$ cat config.mk
export PLATFORM = sky130hd
export DESIGN_NAME = hart_mem_arbiter
export DESIGN_NICKNAME = d
export VERILOG_FILES = /design/src/rtl/hart_mem_arbiter.sv
export SDC_FILE = /design/constraint.sdc
export NUM_CORES = 1
export LEC_CHECK = 0
export CAP_MARGIN = 10
export CORE_UTILIZATION = 55
export DETAILED_ROUTE_END_ITERATION = 12
export DONT_BUFFER_PORTS = 1
export PLACE_DENSITY = 0.69
export SLEW_MARGIN = 20
export SYNTH_ARGS = -nofsm -noshare
export SYNTH_HDL_FRONTEND = slang
export SYNTH_SLANG_ARGS = --single-unit
$ cat constraint.sdc
create_clock -name i_clk -period 5.55 [get_ports i_clk]
set_input_delay 1.11 -clock i_clk [delete_from_list [all_inputs] [get_ports i_clk]]
set_output_delay 1.11 -clock i_clk [all_outputs]
set_load 0.02 [all_outputs]
$ cat src/rtl/hart_mem_arbiter.sv
// hart_mem_arbiter: round-robin arbiter sharing one memory port between instruction
// fetch and data access, with a wait-cycle timeout that aborts stalled transfers.
`default_nettype none

module hart_mem_arbiter #(
    parameter int XLEN    = 32,
    parameter int TIMEOUT = 255
) (
    input  logic            i_clk,
    input  logic            i_rst,
    input  logic            i_ic_req,
    input  logic [XLEN-1:0] i_ic_addr,
    output logic            o_ic_ready,
    output logic [XLEN-1:0] o_ic_rdata,
    output logic            o_ic_err,
    input  logic            i_dm_req,
    input  logic            i_dm_wen,
    input  logic [XLEN-1:0] i_dm_addr,
    input  logic [XLEN-1:0] i_dm_wdata,
    input  logic [2:0]      i_dm_f3,
    output logic            o_dm_ready,
    output logic [XLEN-1:0] o_dm_rdata,
    output logic            o_dm_err,
    output logic            o_mem_req,
    output logic            o_mem_wen,
    output logic [XLEN-1:0] o_mem_addr,
    output logic [XLEN-1:0] o_mem_wdata,
    output logic [2:0]      o_mem_f3,
    input  logic            i_mem_ready,
    input  logic [XLEN-1:0] i_mem_rdata
);

    localparam logic [7:0] TMO_LAST = 8'(TIMEOUT - 1);

    typedef enum logic [1:0] {
        IDLE    = 2'd0,
        IC_BUSY = 2'd1,
        DM_BUSY = 2'd2,
        RESP    = 2'd3
    } state_t;

    state_t     state;
    state_t     state_nxt;
    logic       last_dm;
    logic       resp_dm;
    logic       resp_err;
    logic [7:0] wait_cnt;
    logic       grant_ic;
    logic       grant_dm;
    logic       busy;
    logic       timeout_hit;

    always_ff @(posedge i_clk or negedge i_rst) begin
        if (!i_rst) begin
            state <= IDLE;
        end else begin
            state <= state_nxt;
        end
    end

    always_comb begin
        state_nxt   = state;
        // On a tie, the side that was not served last wins.
        grant_ic    = i_ic_req && (!i_dm_req || last_dm);
        grant_dm    = i_dm_req && !grant_ic;
        busy        = (state == IC_BUSY) || (state == DM_BUSY);
        timeout_hit = busy && !i_mem_ready && (wait_cnt == TMO_LAST);
        case (state)
            IDLE: begin
                if (grant_ic) begin
                    state_nxt = IC_BUSY;
                end else if (grant_dm) begin
                    state_nxt = DM_BUSY;
                end
            end
            IC_BUSY, DM_BUSY: begin
                if (i_mem_ready || timeout_hit) begin
                    state_nxt = RESP;
                end
            end
            RESP:    state_nxt = IDLE;
            default: state_nxt = IDLE;
        endcase
    end

    always_ff @(posedge i_clk or negedge i_rst) begin
        if (!i_rst) begin
            o_mem_req   <= 1'b0;
            o_mem_wen   <= 1'b0;
            o_mem_addr  <= '0;
            o_mem_wdata <= '0;
            o_mem_f3    <= 3'b000;
            o_ic_rdata  <= '0;
            o_dm_rdata  <= '0;
            wait_cnt    <= 8'd0;
            last_dm     <= 1'b1;
            resp_dm     <= 1'b0;
            resp_err    <= 1'b0;
        end else begin
            case (state)
                IDLE: begin
                    wait_cnt <= 8'd0;
                    if (grant_ic) begin
                        o_mem_req   <= 1'b1;
                        o_mem_wen   <= 1'b0;
                        o_mem_addr  <= i_ic_addr;
                        o_mem_wdata <= '0;
                        o_mem_f3    <= 3'b010;
                        resp_dm     <= 1'b0;
                    end else if (grant_dm) begin
                        o_mem_req   <= 1'b1;
                        o_mem_wen   <= i_dm_wen;
                        o_mem_addr  <= i_dm_addr;
                        o_mem_wdata <= i_dm_wdata;
                        o_mem_f3    <= i_dm_f3;
                        resp_dm     <= 1'b1;
                    end
                end
                IC_BUSY, DM_BUSY: begin
                    // Completion takes priority over a coincident timeout.
                    if (i_mem_ready) begin
                        o_mem_req <= 1'b0;
                        resp_err  <= 1'b0;
                        last_dm   <= (state == DM_BUSY);
                        if (state == IC_BUSY) begin
                            o_ic_rdata <= i_mem_rdata;
                        end else if (!o_mem_wen) begin
                            o_dm_rdata <= i_mem_rdata;
                        end
                    end else if (timeout_hit) begin
                        o_mem_req <= 1'b0;
                        resp_err  <= 1'b1;
                        last_dm   <= (state == DM_BUSY);
                    end else begin
                        wait_cnt <= wait_cnt + 8'd1;
                    end
                end
                default: ;
            endcase
        end
    end

    assign o_ic_ready = (state == RESP) && !resp_dm;
    assign o_dm_ready = (state == RESP) && resp_dm;
    assign o_ic_err   = o_ic_ready && resp_err;
    assign o_dm_err   = o_dm_ready && resp_err;

endmodule

`default_nettype wire

# Word level (Yosys, flattened, before mapping)

Cells that the tools add are included.
Widths: inputs -> output; s select.

Logic and storage cells: 76
Bits of input ports: 137
Flip-flop bits (word level): 146
Output and inout port bits: 137

Bitwise logic cells: 2
Equality and inequality tests: 9
Muxes and demuxes: 25
Reductions and logical operators: 27
Add/sub/neg operators: 1

Operator list:

| cell                | count |
|---|---|
| $mux 32             | 4 |
| $mux 8              | 2 |
| $pmux 8 s2          | 1 |
| $mux 1              | 11 |
| $reduce_and 3->1    | 3 |
| $add 8x1->8 const B | 1 |
| $eq 8x8->1 const B  | 1 |
| $logic_and 1x1->1   | 8 |
| $mux 2              | 3 |
| $mux 3              | 2 |
| $ne 2x2->1 const B  | 3 |
| $ne 3x3->1 const B  | 2 |
| $pmux 2 s3          | 1 |
| $reduce_and 2->1    | 3 |
| $reduce_bool 2->1   | 3 |
| $eq 2x2->1 const B  | 2 |
| $logic_not 1->1     | 4 |
| $reduce_and 4->1    | 1 |
| $logic_or 1x1->1    | 3 |
| $eq 2x1->1 const B  | 1 |
| $logic_not 2->1     | 1 |
| $not 1->1           | 2 |
| $pmux 1 s2          | 1 |
| $reduce_or 2->1     | 1 |

# Longest topological paths before layout

Gate-level depths: netlist of the first run.

Depth in word-level cells: 8
Depth in mapped cells: 7
Mapped depth without buffers: 6

# Worst setup path after synthesis of the first run

Ideal clock, no wire load.

Path type: input-to-reg
Start point: input i_mem_ready
End point: register o_dm_rdata[10]
Data arrival time: 1987 ps
Required time: 5425 ps
Setup slack: 3439 ps
Cell stages on the path: 4
Buffers on the path: 1
Library setup time: 125 ps
Path through: nand2_1 nor3_2 buf_2 mux2_2

Word-level cells in the longest chain between the ends: 1

RTL lines:

| what                       | RTL line | source |
|---|---|---|
| start: declaration         | 29       | `input logic i_mem_ready,` |
| $reduce_and 4->1 (no line) | --       |  |
| end signal: assignment     | 128      | `o_dm_rdata <= i_mem_rdata;` |
| end: declaration           | 22       | `output logic [XLEN-1:0] o_dm_rdata,` |

Every way passes these cells.
A chain may end at the register's enable or synchronous reset.

# Worst setup path after layout of the first run

Start point: register state[0]
End point: output o_ic_ready

Word-level cells in the longest chain between the ends: 2

RTL lines:

| what                     | RTL line | source |
|---|---|---|
| start: declaration       | 42       | `state_t state;` |
| start signal: assignment | 57       | `state <= state_nxt;` |
| $eq 2x2->1               | 143      | `assign o_ic_ready = (state == RESP) && !resp_dm;` |
| $logic_and 1x1->1        | 143      |  |
| end: declaration         | 13       | `output logic o_ic_ready,` |

Every way passes these cells.

==> results.yml, run 1 <==
status:
  outcome: "finished, final reports clean"
critical_path:
  critPathKind: "reg -> out"
  cp_max_fo: 8
  cp-start-kind: "flop"
  cp_cell_sequence: "ha_1, nor2b_1"
  cp.arrival_ps: 1710
  slowest_stage: "nor2b_1"
  slowest_delay_ps: 500
  end_kind: "output port"
  crit_required_ps: 4440
  r2r.worst_path.cells: 6
yosys:
  synth_nets: 588
  synth_ff_type: "dfrtp_1"
  ys_warn_count: 0
  yosysSeqAreaShare_pct: 61.86
  yosysTopAreaCell: "dfrtp_1"
  synth.avg_cell_area_sq_um: 13.31
  synth_cell_types: 32
  synthTopCellsByArea: "dfrtp_1, mux2_2, mux2i_1, a22o_1, o21ai_0"
  synth_area_sq_mm: 0.005908
  synth_common_cells: "dfrtp_1, mux2_2, nand2_1"
  async_flop_share_pct: 100.0
  synth_top_area_share_pct: 61.41
  ys_seq_elements: 146
  yosys.cell_count.top_type: "dfrtp_1"
  synth_edf_count: 0
  syn_inst: 444
clock_network:
  cts_setup_buffers: 0
  cts_tree: "yes"
  clkSlewWorstSetupHoldPaths_ps: 60
  clock-sinks: 146
  htree_levels: 4
  cts_root_buf: "clkbuf_8"
  worstSkewPairLatency_ps: 510
  cts_hold_buf: 0
  clock_path_buffers: 2
  cts_made_buffers: 17
  cts_resized: 0
sta:
  hold_ws_ps: 289.1
  tightest_slew_ps: 941.3
  slew_violations: 0
  rsz0062_at_grt: "false"
  finalCriticalPeriod_ps: 2819
  maxSlewHeadroom_pct: 37.01
  hold_violations: 0
  max_clock_freq_mhz: 354.7
  setup_violations: 0
  setup_tns_ps: 0
  fin_crit_sh_pct: 50.80
  skew_ps: 6.192
die:
  ios: 274
  coreArea_sq_mm: 0.01037
  rows: 37
  start_util_pct: 56.97
  die_area_sq_mm: 0.01116
  die_w_microns: 105.6
  chipHeight_microns: 105.6
worst_hold_path:
  hold_class: "in -> async"
layout:
  fin_nets: 587
  n_antenna_cell: 0
  drive_above_1_share_pct: 22.74
  final_core_util_pct: 63.90
  area_growth_pct: 12.16
run:
  cap_violations: 0
detailed_routing:
  wl_per_cell_microns: 20.63
  drt_first_pass_iters: 4
  drcViolationCount: 0
  drt_iter0_drc: 183
  final_antenna_net_count: 0
  routed_wl_microns: 12150
  via_per_inst: 5.869
  vias: 3457
global_route:
  grt_pass1_wl_microns: 18940
  grt_pass1_vias: 3564
  grt-ovfl-total: 0
  antenna_found_initial: 0
  grt_max_degree: 147
  track_usage_pct: 22.67
placed_design:
  hpwl_microns: 8651
  numPortBuffers: 0
  place.gp.congestion: 0.7716
power:
  leakage_nw: 3.067
  vdd_drop_max_v: 0.0003462
  power.total_mw: 4.681
  power.density_mw_per_mm2: 706.4
[worst max-delay path, delay by kind of cell, from the launching register on]
kind,cells,cell delay (ps)
DFF,1,390
and+or+nand+nor,1,500
adders and majority gates,1,310
[per-stage QoR]
step	cells	cell area, sq um	setup WS (ps)
after floorplan	444	5908	3439
after global placement	560	6010	2493
after detailed placement	560	6010	2442
after CTS	589	6625	2683
after global routing	589	6626	2570
final	589	6626	2731
[sequential cells by signal, indices dropped and copies added (netlist names), 2 cells and up]
register	count
o_dm_rdata	32
wait_cnt	8
o_mem_addr	32
state	2
o_ic_rdata	32
o_mem_wdata	32
o_mem_f3	3
[where the power goes]
group	switching, mW	leakage (nW)	internal, mW
combinational	0.473	0.972	0.516
clock	0.408	0.296	0.779
sequential	0.950	1.80	1.56
total	1.83	3.07	2.85
[cell usage in the layout, fill, tap and decap left out, drive strengths merged, types with 3 or more instances in the layout]
cell    count
buf         4
nor2        5
ha          7
o31ai       4
a21oi      10
nand2      43
inv         8
a22o       35
bufinv      5
and2        3
mux2       66
or3         4
clkbuf     19
dfrtp     145
mux2i      35
o21ai      40
[layer usage]
layer | wire, microns | track usage (%) | vias to the layer above
met5 | 0 | 0 | -
met4 | 304 | 10.62 | 0
met3 | 1277 | 10.02 | 19
met2 | 5983 | 36.13 | 189
met1 | 4584 | 26.26 | 1658
li1 | - | - | 1591
[kinds of logic (layout without fill, tap and decap cells)]
family	after synthesis	count (layout)	share of synthesized area, %
flops	146	146	61.86
mux	101	101	18.51
compound gates	92	92	10.42
simple gates	67	67	5.188
buf+inv	31	40	2.541
fa+ha+maj	7	7	1.482
[path summary, 6_finish.rpt]
path                                  endpoint  slack (ps)  startpoint
worst min-delay path            o_dm_rdata[20]         290       i_rst
worst max register to register     wait_cnt[3]        3370    state[0]
worst min register to register        resp_err         510    resp_err
max in group asynchronous              last_dm        5050       i_rst
min in group i_clk                    resp_err         510    resp_err
worst max-delay path                o_ic_ready        2730    state[0]
[area by class of cell]
type                       count  area (sq um)
clock buffer                  19         431.7
sequential                   146          3655
timing repair buffer           4         30.03
inverter                       7         26.28
clock inverter                10         183.9
fill                         769          3744
tap                          136         170.2
multi-input combinational    267          2130
Power figures use the tool's default switching activity.
==> inputs of run 2 (changes only) <==
- clock period: 5.55 -> 2.7 ns (I/O delays scaled with it)
==> run 2 against run 1 <==
Compared with the run above:
- the flow now finishes with violations (negative hold slack)
- core utilization hardly changed
- clock power is 92% higher
- non-clock buffer count is 3 higher
- critical endpoint unchanged
- cell count is 1.0% higher
- setup slack worse by 2300 ps
- die area stayed put
- final area hardly changed
- power is 100% higher
- sequential cell count stayed put
- count of clock-buffer cells in the layout stayed put
- sequential share of layout area hardly changed
==> results.yml, run 2 (synthesis results as in run 1) <==
global_route:
  use_met1_pct: 25.81
  antenna_found_initial: 0
  grt_pass1_wl_microns: 18750
  track_usage_pct: 22.08
  grt-ovfl-total: 0
  met3_usage_pct: 8.844
  grt.busiest_layer: "met2"
  grt_max_degree: 147
  use_met2_pct: 35.29
  grt_pass1_vias: 3616
detailed_routing:
  via_per_inst: 5.929
  drt_iter0_drc: 186
  drcViolationCount: 0
  routed_wl_microns: 12100
  wl_per_cell_microns: 20.33
  final_antenna_net_count: 0
  vias: 3528
  drt_first_pass_iters: 4
sta:
  tightest_slew_ps: 783.5
  max_clock_freq_mhz: 441.5
  worst_slack_ps: 434.9
  fin_crit_sh_pct: 83.89
  hold_ws_ps: -271.8
  maxSlewHeadroom_pct: 47.42
  setup_tns_ps: 0
  finalCriticalPeriod_ps: 2265
  hold_violations: 146
  setup_violations: 0
  skew_ps: 10.01
  rsz0062_at_grt: "false"
  slew_violations: 0
power:
  power.density_mw_per_mm2: 1431
  vdd_drop_max_v: 0.0006635
  leakage_nw: 3.065
status:
  outcome: "finished with violations"
  failed_checks: "negative hold slack"
critical_path:
  endpoint: "o_ic_ready"
  critPathKind: "reg -> out"
  timing.rr.end: "wait_cnt[3]"
  cp.arrival_ps: 1730
  reg2reg_from: "state[0]"
  cp-start-kind: "flop"
  cp_max_fo: 8
  r2r.worst_path.cells: 6
  crit_required_ps: 2160
  end_kind: "output port"
  regToRegSetupSlack_ps: 470
  crit_start: "state[0]"
die:
  coreArea_sq_mm: 0.01037
  die_area_sq_mm: 0.01116
  chipHeight_microns: 105.6
  ios: 274
  start_util_pct: 56.97
  rows: 37
  die_w_microns: 105.6
layout:
  final_cells: 595
  area_growth_pct: 12.18
  fill_cells: 755
  drive_above_1_share_pct: 23.31
  layout_common_cells: "dfrtp_1, mux2_2, nand2_1"
  fin_nets: 590
  multiInputGateArea_sq_mm: 0.002128
  final_core_util_pct: 63.91
  final_common_cell: "dfrtp_1"
  regArea_sq_mm: 0.003655
  n_antenna_cell: 0
placed_design:
  numPortBuffers: 0
  place_ws_ps: 573.9
  dpl.cell_count: 563
  hpwl_microns: 8562
  place.gp.congestion: 0.7448
clock_network:
  cts_resized: 0
  cts_root_buf: "clkbuf_8"
  clock_path_buffers: 2
  worstSkewPairLatency_ps: 500
  htree_levels: 4
  cts_tree: "yes"
  clock-sinks: 146
  cts_setup_buffers: 0
  clkSlewWorstSetupHoldPaths_ps: 60
  cts_made_buffers: 17
worst_hold_path:
  hold_class: "in -> async"
run:
  cap_violations: 0
[run 2: changes by cell type in the layout (fill, tap and decap cells not counted), sizes merged]
cell and change:
buf +3, clkinv +3, bufinv -2, clkinvlp +2
[run 2: cell type report]
type | count | area share (%)
Sequential cell | 146 | 55.14
Tap cell | 136 | 2.567
Inverter | 7 | 0.3965
Clock buffer | 19 | 6.362
Timing Repair Buffer | 7 | 0.9817
Clock inverter | 13 | 2.435
Multi-Input combinational cell | 267 | 32.11
[run 2: metal layers]
metal / share of wire [%] / routed length, microns
met4: 2.8 / 343
met5: 0 / 0
met2: 49 / 5896
met1: 38 / 4655
met3: 9.9 / 1199
[run 2: power breakdown]
part           switching, mW  internal (mW)
combinational          0.969           1.09
clock                  0.876           1.41
sequential              1.94           3.20
[run 2: metrics by stage]
stage	cell area, sq um	hold slack, ps	total power, mW
2_1_floorplan	5908	244.4	6.676
3_3_place_gp	6045	246.9	7.148
3_5_place_dp	6045	247.1	7.287
4_1_cts	6628	-294.9	9.590
5_1_grt	6628	-299.2	10.01
6_report	6628	-271.8	9.482
[run 2: worst min-delay path by stage]
stage / start / end / slack (ps) / depth (start not counted)
finish: i_rst / o_ic_rdata[18] / -270 / 0
CTS: i_rst / o_ic_rdata[16] / -290 / 0
global placement: i_rst / o_ic_rdata[21] / 250 / 0
detailed placement: i_rst / o_ic_rdata[16] / 250 / 0
global route: i_rst / o_ic_rdata[16] / -300 / 0
floorplan: i_rst / o_dm_rdata[0] / 240 / 0
[run 2: critical path: stages (launching register included)]
cell,delay (ps)
dfrtp_1,390
ha_1,330
nor2b_1,500
==> inputs of run 3 (changes only) <==
- PLACE_DENSITY: 0.69 -> 0.72
- clock period: 2.7 -> 2.08 ns (I/O delays scaled with it)
==> run 3 against run 2 <==
Compared with the run above:
- the flow still finishes with violations (negative hold slack)
- sequential share of layout area decreased by 0.80 points
- core utilization increased by 0.94 points
- clock skew decreased by 0.60 ps
- largest cell class unchanged
- global-route usage increased by 0.085 points
- clock power increased by 39%
- setup slack got worse by 320 ps
- cell count decreased by 0.34%
- register-to-register slack got worse by 340 ps
- wire length decreased by 0.81%
==> results.yml, run 3 (synthesis results as in run 1) <==
detailed_routing:
  routed_wl_microns: 12000
  drcViolationCount: 0
  top_layer_used: "met4"
  final_antenna_net_count: 0
  vias: 3479
  wl_per_cell_microns: 20.23
  met1_length_microns: 4591
  wl_met2_microns: 5973
  via_per_inst: 5.867
  drt_first_pass_iters: 4
  drt_iter0_drc: 153
  route.met3.wl_microns: 1283
critical_path:
  cp-start-kind: "flop"
  crit_required_ps: 1660
  cp.arrival_ps: 1550
  cp_max_fo: 7
  end_kind: "output port"
  regToRegSetupSlack_ps: 130
  critPathKind: "reg -> out"
global_route:
  grt_max_degree: 147
  track_usage_pct: 22.16
  grt-ovfl-total: 0
  grt_pass1_vias: 3607
  antenna_found_initial: 0
  grt_pass1_wl_microns: 18780
placed_design:
  numPortBuffers: 0
  place.gp.congestion: 0.7419
  hpwl_microns: 8431
  place_ws_ps: 22.50
sta:
  slew_violations: 0
  hold_ws_ps: -402.3
  max_clock_freq_mhz: 508.7
  hold_violations: 146
  tightest_slew_ps: 904.0
  skew_ps: 9.409
  fin_crit_sh_pct: 94.51
  worst_slack_ps: 114.1
  finalCriticalPeriod_ps: 1966
  setup_violations: 0
  maxSlewHeadroom_pct: 39.50
  setup_tns_ps: 0
clock_network:
  clkSlewWorstSetupHoldPaths_ps: 60
  cts_setup_buffers: 0
  worstSkewPairLatency_ps: 510
  htree_levels: 4
  clock-sinks: 146
  cts_hold_buf: 1
  cts_tree: "yes"
  cts_root_buf: "clkbuf_8"
  cts_made_buffers: 17
  clock_path_buffers: 2
die:
  coreArea_sq_mm: 0.01037
  ios: 274
  die_area_sq_mm: 0.01116
  chipHeight_microns: 105.6
  start_util_pct: 56.97
  rows: 37
  die_w_microns: 105.6
layout:
  final_common_cell: "dfrtp_1"
  fin_nets: 590
  area_growth_pct: 13.83
  drive_above_1_share_pct: 23.41
  n_antenna_cell: 0
  layout_common_cells: "dfrtp_1, mux2_2, nand2_1"
power:
  power.density_mw_per_mm2: 1873
  leakage_nw: 3.107
  vdd_drop_max_v: 0.0008811
run:
  cap_violations: 0
worst_hold_path:
  hold_class: "in -> async"
status:
  failed_checks: "negative hold slack"
  outcome: "finished with violations"
-- run 3: cell types whose count changed in the layout (fill, tap and decap cells not counted), sizes merged --
cell	before	now
clkinvlp	4	2
bufinv	3	5
clkbuf	19	20
dlygate4sd3	0	1
clkinv	5	3
inv	8	7
buf	7	6
-- run 3: final timing paths --
kind,start,endpoint,depth (start not counted)
worst max-delay path,state[0],o_dm_err,3
max in group asynchronous,i_rst,last_dm,0
worst min register to register,wait_cnt[0],wait_cnt[0],1
min in group i_clk,i_dm_f3[0],o_mem_f3[0],1
worst max register to register,state[0],wait_cnt[5],6
worst min-delay path,i_rst,o_ic_rdata[16],0
-- run 3: critical path, stage by stage, from the launching register on --
cell	delay, ps
dfrtp_1	390
ha_1	210
buf_4	160
and3_1	280
-- run 3: timing repair --
item | 4_1_cts | 5_1_grt
hold endpoints to repair | 147 | 146
setup endpoints to repair | 1 | 9
gates resized for setup | 1 | 2
-- run 3: metal layers --
layer | vias up | global-route usage [%]
li1 | 1587 | -
met1 | 1692 | 25.36
met2 | 188 | 35.67
met3 | 12 | 10.39
met4 | 0 | 9.425
met5 | - | 0
-- run 3: per-stage QoR --
step / total power [mW] / instance area, sq um / utilization (%) / cells
3_5_place_dp: 9.504 / 6087 / 58.70 / 562
3_3_place_gp: 9.318 / 6087 / 58.70 / 562
4_1_cts: 12.71 / 6719 / 64.79 / 593
2_1_floorplan: 8.665 / 5908 / - / 444
6_report: 12.60 / 6725 / 64.85 / 593
5_1_grt: 13.31 / 6725 / 64.85 / 593
-- run 3: cell type report --
class / instances / area [sq um]
Fill cell: 761 / 3645
Multi-Input combinational cell: 267 / 2137
Clock inverter: 10 / 183.9
Inverter: 7 / 26.28
Sequential cell: 146 / 3655
Tap cell: 136 / 170.2
Clock buffer: 20 / 435.4
Timing Repair Buffer: 7 / 117.6
-- run 3: power by group --
group	switching (mW)	internal, mW
combinational	1.28	1.48
sequential	2.51	4.15
clock	1.10	2.08
